### src/rtl/raster_pkg.sv
// raster_pkg: shared definitions for the row rasterizer.
//   - entity word field positions (21-bit word: [20:12] x, [11:3] y, [2:0] colour)
//   - rasterizer FSM state encoding
//   - 8-entry RGB palette and its lookup helper
package raster_pkg;

    localparam int ENT_W = 21;
    localparam int X_MSB = 20;
    localparam int X_LSB = 12;
    localparam int Y_MSB = 11;
    localparam int Y_LSB = 3;
    localparam int C_MSB = 2;
    localparam int C_LSB = 0;

    typedef enum logic [2:0] {
        IDLE   = 3'd0,
        CLEAR  = 3'd1,
        FETCH  = 3'd2,
        WAIT   = 3'd3,
        TEST   = 3'd4,
        DRAW   = 3'd5,
        FINISH = 3'd6
    } raster_state_t;

    localparam logic [23:0] PALETTE [0:7] = '{
        24'h808080, 24'hFF0000, 24'h00FF00, 24'h0000FF,
        24'hFFFF00, 24'hFF00FF, 24'h00FFFF, 24'hFFFFFF
    };

    function automatic logic [23:0] palette_rgb(input logic [2:0] idx);
        return PALETTE[idx];
    endfunction

endpackage

### src/rtl/colour_palette.sv
// colour_palette: registered 3-bit index to 24-bit RGB lookup.
// Ports:
//   clock      system clock
//   rst_n      asynchronous active-low reset (output cleared to 0)
//   srst       synchronous clear (output cleared to 0)
//   clr_sel    select the background colour instead of the palette
//   blk_sel    select black (square outline) instead of the palette
//   colour_idx palette index
//   rgb        registered colour, one cycle after the inputs
module colour_palette
    import raster_pkg::*;
#(
    parameter logic [23:0] BG_COLOUR = 24'h000000
) (
    input  logic        clock,
    input  logic        rst_n,
    input  logic        srst,
    input  logic        clr_sel,
    input  logic        blk_sel,
    input  logic [2:0]  colour_idx,
    output logic [23:0] rgb
);

    logic [23:0] rgb_r;

    // Colour register; background has priority over outline black.
    always_ff @(posedge clock or negedge rst_n) begin
        if (!rst_n) begin
            rgb_r <= 24'h000000;
        end else if (srst) begin
            rgb_r <= 24'h000000;
        end else if (clr_sel) begin
            rgb_r <= BG_COLOUR;
        end else if (blk_sel) begin
            rgb_r <= 24'h000000;
        end else begin
            rgb_r <= palette_rgb(colour_idx);
        end
    end

    assign rgb = rgb_r;

endmodule

### src/rtl/row_rasterizer.sv
// row_rasterizer: renders one display row into the row buffer per next_row
// pulse. The row is first cleared to BG_COLOUR, then every entity in the
// entity memory (index 0..n-1, painter's order) whose SIZE x SIZE square
// covers the current row is painted, clipped at the right edge.
// Optional build macro ROW_RASTERIZER_OUTLINE_EN: square border pixels are
// written black; write count and timing are unchanged.
// Ports:
//   clock, reset_reset_n        clock, async active-low reset
//   next_row / next_screen      render current row / restart at row 0 (abort)
//   entities_number             entity count, latched when a row starts
//   address_read_ent, data_read_ent   entity memory (1-cycle read latency)
//   address_write_row, data_write_row, wren   row buffer write port
//   busy                        row in progress
//   overrun                     sticky: next_row seen while busy
module row_rasterizer
    import raster_pkg::*;
#(
    parameter int unsigned WIDTH     = 320,
    parameter int unsigned HEIGHT    = 240,
    parameter int unsigned SIZE      = 16,
    parameter logic [23:0] BG_COLOUR = 24'h000000
) (
    input  logic        clock,
    input  logic        reset_reset_n,
    input  logic        next_row,
    input  logic        next_screen,
    input  logic [7:0]  entities_number,
    output logic [7:0]  address_read_ent,
    input  logic [20:0] data_read_ent,
    output logic [8:0]  address_write_row,
    output logic [23:0] data_write_row,
    output logic        wren,
    output logic        busy,
    output logic        overrun
);

    localparam int unsigned CNT_W = (SIZE > 1) ? $clog2(SIZE) : 1;
    localparam logic [8:0]  LAST_PX  = 9'(WIDTH - 1);
    localparam logic [9:0]  WIDTH_10 = 10'(WIDTH);
    localparam logic [9:0]  SIZE_10  = 10'(SIZE);
    localparam logic [8:0]  LAST_ROW = 9'(HEIGHT - 1);
    localparam logic [CNT_W-1:0] LAST_COL = CNT_W'(SIZE - 1);
`ifdef ROW_RASTERIZER_OUTLINE_EN
    localparam bit OUTLINE_EN = 1'b1;
`else
    localparam bit OUTLINE_EN = 1'b0;
`endif

    raster_state_t    state_r, state_next_s;
    logic [7:0]       n_ent_r;
    logic [7:0]       ent_idx_r;
    logic [8:0]       clr_addr_r;
    logic [8:0]       row_r;
    logic [8:0]       ent_x_r, ent_y_r;
    logic [2:0]       ent_c_r;
    logic [8:0]       px_r;
    logic [CNT_W-1:0] col_r, lrow_r;
    logic             overrun_r, busy_r, wren_r;
    logic [8:0]       waddr_r;

    logic             hit_s, x_vis_s, last_ent_s, draw_done_s, edge_s;
    logic             we_s, clr_sel_s, blk_sel_s;
    logic [8:0]       waddr_s;

    // 10-bit compares so y+SIZE never wraps.
    assign hit_s       = ({1'b0, ent_y_r} <= {1'b0, row_r}) &&
                         ({1'b0, row_r} < ({1'b0, ent_y_r} + SIZE_10));
    assign x_vis_s     = ({1'b0, ent_x_r} < WIDTH_10);
    assign last_ent_s  = (({1'b0, ent_idx_r} + 9'd1) == {1'b0, n_ent_r});
    assign draw_done_s = (col_r == LAST_COL) || (px_r == LAST_PX);
    assign edge_s      = (lrow_r == {CNT_W{1'b0}}) || (lrow_r == LAST_COL) ||
                         (col_r == {CNT_W{1'b0}}) || (col_r == LAST_COL);

    // Next-state and write-request decode; next_screen aborts from any state.
    always_comb begin
        state_next_s = state_r;
        we_s         = 1'b0;
        waddr_s      = 9'd0;
        clr_sel_s    = 1'b0;
        blk_sel_s    = 1'b0;
        if (next_screen) begin
            state_next_s = IDLE;
        end else begin
            case (state_r)
                IDLE: begin
                    if (next_row) begin
                        state_next_s = CLEAR;
                    end else begin
                        state_next_s = IDLE;
                    end
                end
                CLEAR: begin
                    we_s      = 1'b1;
                    waddr_s   = clr_addr_r;
                    clr_sel_s = 1'b1;
                    if (clr_addr_r == LAST_PX) begin
                        if (n_ent_r == 8'd0) begin
                            state_next_s = FINISH;
                        end else begin
                            state_next_s = FETCH;
                        end
                    end else begin
                        state_next_s = CLEAR;
                    end
                end
                FETCH: state_next_s = WAIT;
                WAIT:  state_next_s = TEST;
                TEST: begin
                    // Off-screen hits skip DRAW entirely: zero writes.
                    if (hit_s && x_vis_s) begin
                        state_next_s = DRAW;
                    end else if (last_ent_s) begin
                        state_next_s = FINISH;
                    end else begin
                        state_next_s = FETCH;
                    end
                end
                DRAW: begin
                    we_s      = 1'b1;
                    waddr_s   = px_r;
                    blk_sel_s = OUTLINE_EN && edge_s;
                    if (draw_done_s) begin
                        if (last_ent_s) begin
                            state_next_s = FINISH;
                        end else begin
                            state_next_s = FETCH;
                        end
                    end else begin
                        state_next_s = DRAW;
                    end
                end
                FINISH:  state_next_s = IDLE;
                default: state_next_s = IDLE;
            endcase
        end
    end

    // State register.
    always_ff @(posedge clock or negedge reset_reset_n) begin
        if (!reset_reset_n) begin
            state_r <= IDLE;
        end else begin
            state_r <= state_next_s;
        end
    end

    // Row datapath: counters, entity capture, row counter and overrun flag.
    always_ff @(posedge clock or negedge reset_reset_n) begin
        if (!reset_reset_n) begin
            n_ent_r    <= 8'd0;
            ent_idx_r  <= 8'd0;
            clr_addr_r <= 9'd0;
            row_r      <= 9'd0;
            ent_x_r    <= 9'd0;
            ent_y_r    <= 9'd0;
            ent_c_r    <= 3'd0;
            px_r       <= 9'd0;
            col_r      <= {CNT_W{1'b0}};
            lrow_r     <= {CNT_W{1'b0}};
            overrun_r  <= 1'b0;
        end else if (next_screen) begin
            row_r     <= 9'd0;
            overrun_r <= 1'b0;
        end else begin
            if (next_row && (state_r != IDLE)) begin
                overrun_r <= 1'b1;
            end
            case (state_r)
                IDLE: begin
                    if (next_row) begin
                        n_ent_r    <= entities_number;
                        ent_idx_r  <= 8'd0;
                        clr_addr_r <= 9'd0;
                    end
                end
                CLEAR: clr_addr_r <= clr_addr_r + 9'd1;
                WAIT: begin
                    ent_x_r <= data_read_ent[X_MSB:X_LSB];
                    ent_y_r <= data_read_ent[Y_MSB:Y_LSB];
                    ent_c_r <= data_read_ent[C_MSB:C_LSB];
                end
                TEST: begin
                    px_r   <= ent_x_r;
                    col_r  <= {CNT_W{1'b0}};
                    // Only meaningful on a hit, where row - y < SIZE.
                    lrow_r <= CNT_W'(row_r - ent_y_r);
                    if (!(hit_s && x_vis_s)) begin
                        ent_idx_r <= ent_idx_r + 8'd1;
                    end
                end
                DRAW: begin
                    px_r  <= px_r + 9'd1;
                    col_r <= col_r + {{(CNT_W-1){1'b0}}, 1'b1};
                    if (draw_done_s) begin
                        ent_idx_r <= ent_idx_r + 8'd1;
                    end
                end
                FINISH: begin
                    if (row_r != LAST_ROW) begin
                        row_r <= row_r + 9'd1;
                    end
                end
                default: begin
                end
            endcase
        end
    end

    // Output stage: write strobe and address registered alongside palette data.
    always_ff @(posedge clock or negedge reset_reset_n) begin
        if (!reset_reset_n) begin
            wren_r  <= 1'b0;
            waddr_r <= 9'd0;
            busy_r  <= 1'b0;
        end else begin
            wren_r  <= we_s;
            waddr_r <= waddr_s;
            busy_r  <= (state_next_s != IDLE);
        end
    end

    colour_palette #(
        .BG_COLOUR (BG_COLOUR)
    ) u_palette (
        .clock      (clock),
        .rst_n      (reset_reset_n),
        .srst       (next_screen),
        .clr_sel    (clr_sel_s),
        .blk_sel    (blk_sel_s),
        .colour_idx (ent_c_r),
        .rgb        (data_write_row)
    );

    assign address_read_ent  = ent_idx_r;
    assign address_write_row = waddr_r;
    assign wren              = wren_r;
    assign busy              = busy_r;
    assign overrun           = overrun_r;

endmodule

### config.mk
export PLATFORM = sky130hd
export DESIGN_NAME = row_rasterizer
export DESIGN_NICKNAME = d
export VERILOG_FILES = /design/src/rtl/raster_pkg.sv /design/src/rtl/colour_palette.sv /design/src/rtl/row_rasterizer.sv
export SDC_FILE = /design/constraint.sdc
export NUM_CORES = 1
export LEC_CHECK = 0
export ABC_AREA = 1
export CAP_MARGIN = 20
export CORE_ASPECT_RATIO = 1.75
export CORE_MARGIN = 2
export CORE_UTILIZATION = 45
export CTS_CLUSTER_DIAMETER = 200
export DETAILED_ROUTE_END_ITERATION = 16
export GPL_ROUTABILITY_DRIVEN = 1
export PLACE_DENSITY = 0.69
export RECOVER_POWER = 25
export SKIP_LAST_GASP = 1
export SLEW_MARGIN = 15
export SYNTH_ARGS = -nofsm -noshare
export SYNTH_HDL_FRONTEND = slang
export SYNTH_SLANG_ARGS = --single-unit
### constraint.sdc
create_clock -name clock -period 2.35 [get_ports clock]
set_input_delay 0.47 -clock clock [delete_from_list [all_inputs] [get_ports clock]]
set_output_delay 0.47 -clock clock [all_outputs]
set_load 0.01 [all_outputs]
==> run summary <==
Outcome -> complete, no violations
Most common cell after layout, fill and taps aside -> nand2_1
# hold bufs at CTS -> 0
Drc violations -> 0
Final Slew Violations -> 0
Cells along the critical path -> ha_1 > nand3_1 > xor2_1 > ha_1 > a21boi_1 > nand2_1 > nand3_4 > nand3_1 > o21bai_1 > nand2_1
Area delta synth->final -> 22.1%
Die width -> 83.8 um
EDFF count, synth -> 0
Final GP Congestion -> 0.876
DR pass1 iterations -> 5
Mean Syn Cell Area -> 8.52 um2
Worst Reg-to-Reg Cells -> 10
Crit Path Category -> flip-flop to flip-flop
DIE AREA -> 12000 um2
Async S/R FF share, synth -> 100%
Starting DRT DRC Count -> 221
Synthesis-stage register bit count -> 89
CTS max path bufs -> 2
Worst VDD drop -> 381 uV
Synth cell types -> 45
Fin. Hold Viols -> 0
DR top layer -> met4
Crit-path max FO -> 4
Pwr dens -> 571 nW/um2
Clk Latency, worst-skew pair -> 0.34 ns
Worst Hold Class -> primary input to asynchronous set/reset pin
Clk slew on worst S/H paths -> 0.06 ns
Clock skew -> 0.00800 ns
Crit path from -> ent_y_r[4]$_DFFE_PN0P_
Routed WL -> 11700 um
Mapped Cells -> 589
Fill cells -> 981
Max Cap Viol -> 0
Routed wire length on met2 -> 6490 um
Leak pwr -> 2.96 nW
Rows -> 51
Post-route clock period utilization -> 89.9%
Arr. time, crit path -> 2.34 ns
Post-DRT Antenna Nets -> 0
Antenna diodes -> 0
Worst setup SP type -> flip-flop
Core area -> 11000 um2
Starting Density -> 45.7%
Buf/Inv on CP -> 0
Fin nets -> 724
Via Count -> 4203
Post-layout minimum cycle time -> 2.11 ns
Number of global-route vias before repair -> 4262
Worst slack at placement -> 0.0583 ns
Actual slew at the worst max-slew pin -> 1.00 ns
Net count after synthesis -> 652
I/O Pins -> 77
CP max stage cell -> dfrtp_1
Final worst setup slack -> 0.237 ns
H-Tree Depth -> 3
Worst path depth -> 10
Remaining global-route overflow -> 0
Root buffer cell -> clkbuf_16
CTS tree -> built
Wire per inst -> 14.6 um
Die Height -> 144 um
Critical Path End Type -> flip-flop
R2R Setup Slk -> 0.24 ns
Share of cells above drive strength 1 -> 9.91%
First-pass GRT wire length -> 19700 um
Met3 routed WL -> 427 um
Register area share after synthesis -> 44.4%
Worst path required time -> 2.58 ns
Overall routing resource usage -> 20.5%
FMAX -> 473 MHz
Ys flop type -> dfrtp_1
Sink Count -> 89
Met1 WL -> 4390 um
R2R Path End -> busy$_DFF_PN0_
Initial antenna violation count -> 0
Vias per inst -> 5.27
Mapped Area -> 5020 um2
FF-to-FF Start -> ent_y_r[4]$_DFFE_PN0P_
Most frequent cells in the layout -> nand2_1 (121), dfrtp_1 (89), clkdlybuf4s50_1 (75), inv_1 (73), a21oi_1 (43)
Maximum number of pins on one net before global-route repair -> 41
Crit-path max cell delay -> 0.38 ns
Final core area utilization -> 55.8%
Final setup fails -> 0
Clock buffer count from CTS -> 9
YS warnings -> 0
Hpwl dp -> 9080 um
Cell family with most CP delay -> simple AND/OR/NAND/NOR gates
Port bufs -> 76
Relative slew margins -> 33.1%
==> cell type report <==
type	instances	area, um2	share of cell area [%]
flip-flops and latches	89	2230	36.4
well taps	132	165	2.70
repair buffers	91	861	14.1
clock buffers	11	233	3.80
multi-input cells	388	2300	37.5
inverters	82	308	5.03
clock inverters	5	32.5	0.531
==> worst max-delay path by stage <==
| stage | endpoint |
|---|---|
| 2_1_floorplan | address_read_ent[0]$_DFFE_PN0P_ |
| 3_3_place_gp | address_read_ent[0]$_DFFE_PN0P_ |
| 3_5_place_dp | busy$_DFF_PN0_ |
| 4_1_cts | address_read_ent[0]$_DFFE_PN0P_ |
| 5_1_grt | busy$_DFF_PN0_ |
| 6_report | busy$_DFF_PN0_ |
==> cells by family (layout without fill, tap and decap cells) <==
logic type               count (synthesis)  count (layout)  synth area share, %
buffers and inverters                  112             189                 10.2
adder cells (fa/ha/maj)                 30              30                 7.48
flip-flops                              89              89                 44.4
XOR/XNOR                                 9               9                 1.57
AND/OR/NAND/NOR                        222             222                 19.9
multiplexers                            13              13                 2.92
AO/OA/AOI/OAI                          114             114                 13.5
==> cell usage after synthesis, types with 3 or more instances <==
library cell,number,share of area [%]
nand4_1,5,0.62
inv_1,73,5.5
xor2_1,5,0.87
o32ai_1,4,0.70
a21oi_1,43,4.3
o21ai_0,29,2.9
ha_1,30,7.5
nand3_1,29,2.9
dfrtp_1,89,44
nor2_1,39,2.9
nand3_2,4,0.80
nand3b_1,4,0.60
buf_4,20,3.0
buf_2,7,0.70
o211ai_1,3,0.45
o21ai_1,7,0.70
o22ai_1,6,0.75
o21bai_1,4,0.60
mux2_2,9,2.0
nor3_1,6,0.60
nand2_1,121,9.1
nor2_2,4,0.50
mux2_1,4,0.90
nor2_4,3,0.67
xnor2_1,4,0.70
inv_2,9,0.67
==> through the flow <==
stage	hold WS (ns)	cell area [um2]	total power, mW	cells	TNS [ns]
2_1_floorplan	0.174	5020	2.01	589	0
3_3_place_gp	0.480	5830	2.22	779	0
5_1_grt	0.378	6120	3.67	798	-0.00483
6_report	0.282	6120	3.50	798	0
3_5_place_dp	0.475	5830	2.23	779	0
4_1_cts	0.111	6090	3.53	795	0
==> timing repair <==
item / CTS / global route
resized for setup: 0 / 4
setup endpoints to repair: 0 / 11
setup buffers: 0 / 3
==> per-layer routing <==
layer	up-vias	track usage (%)
li1	2071	-
met1	2003	22.1
met2	103	38.5
met3	26	3.62
met4	0	9.34
met5	-	0
==> registers in the layout (all words and copies together) (netlist names) <==
signal             flops
col_r                  4
address_read_ent       8
px_r                   9
overrun                1
u_palette.rgb          6
clr_addr_r             9
ent_x_r                9
ent_y_r                9
row_r                  9
n_ent_r                8
state_r                3
wren                   1
address_write_row      9
ent_c_r                3
busy                   1
==> report_power, final <==
| group | internal [mW] | leakage, nW | switching (mW) | total, mW |
|---|---|---|---|---|
| Combinational | 0.242 | 1.70 | 0.250 | 0.492 |
| Clock | 0.713 | 0.122 | 0.581 | 1.29 |
| Sequential | 1.63 | 1.14 | 0.0878 | 1.71 |
Power figures use the tool's default switching activity.
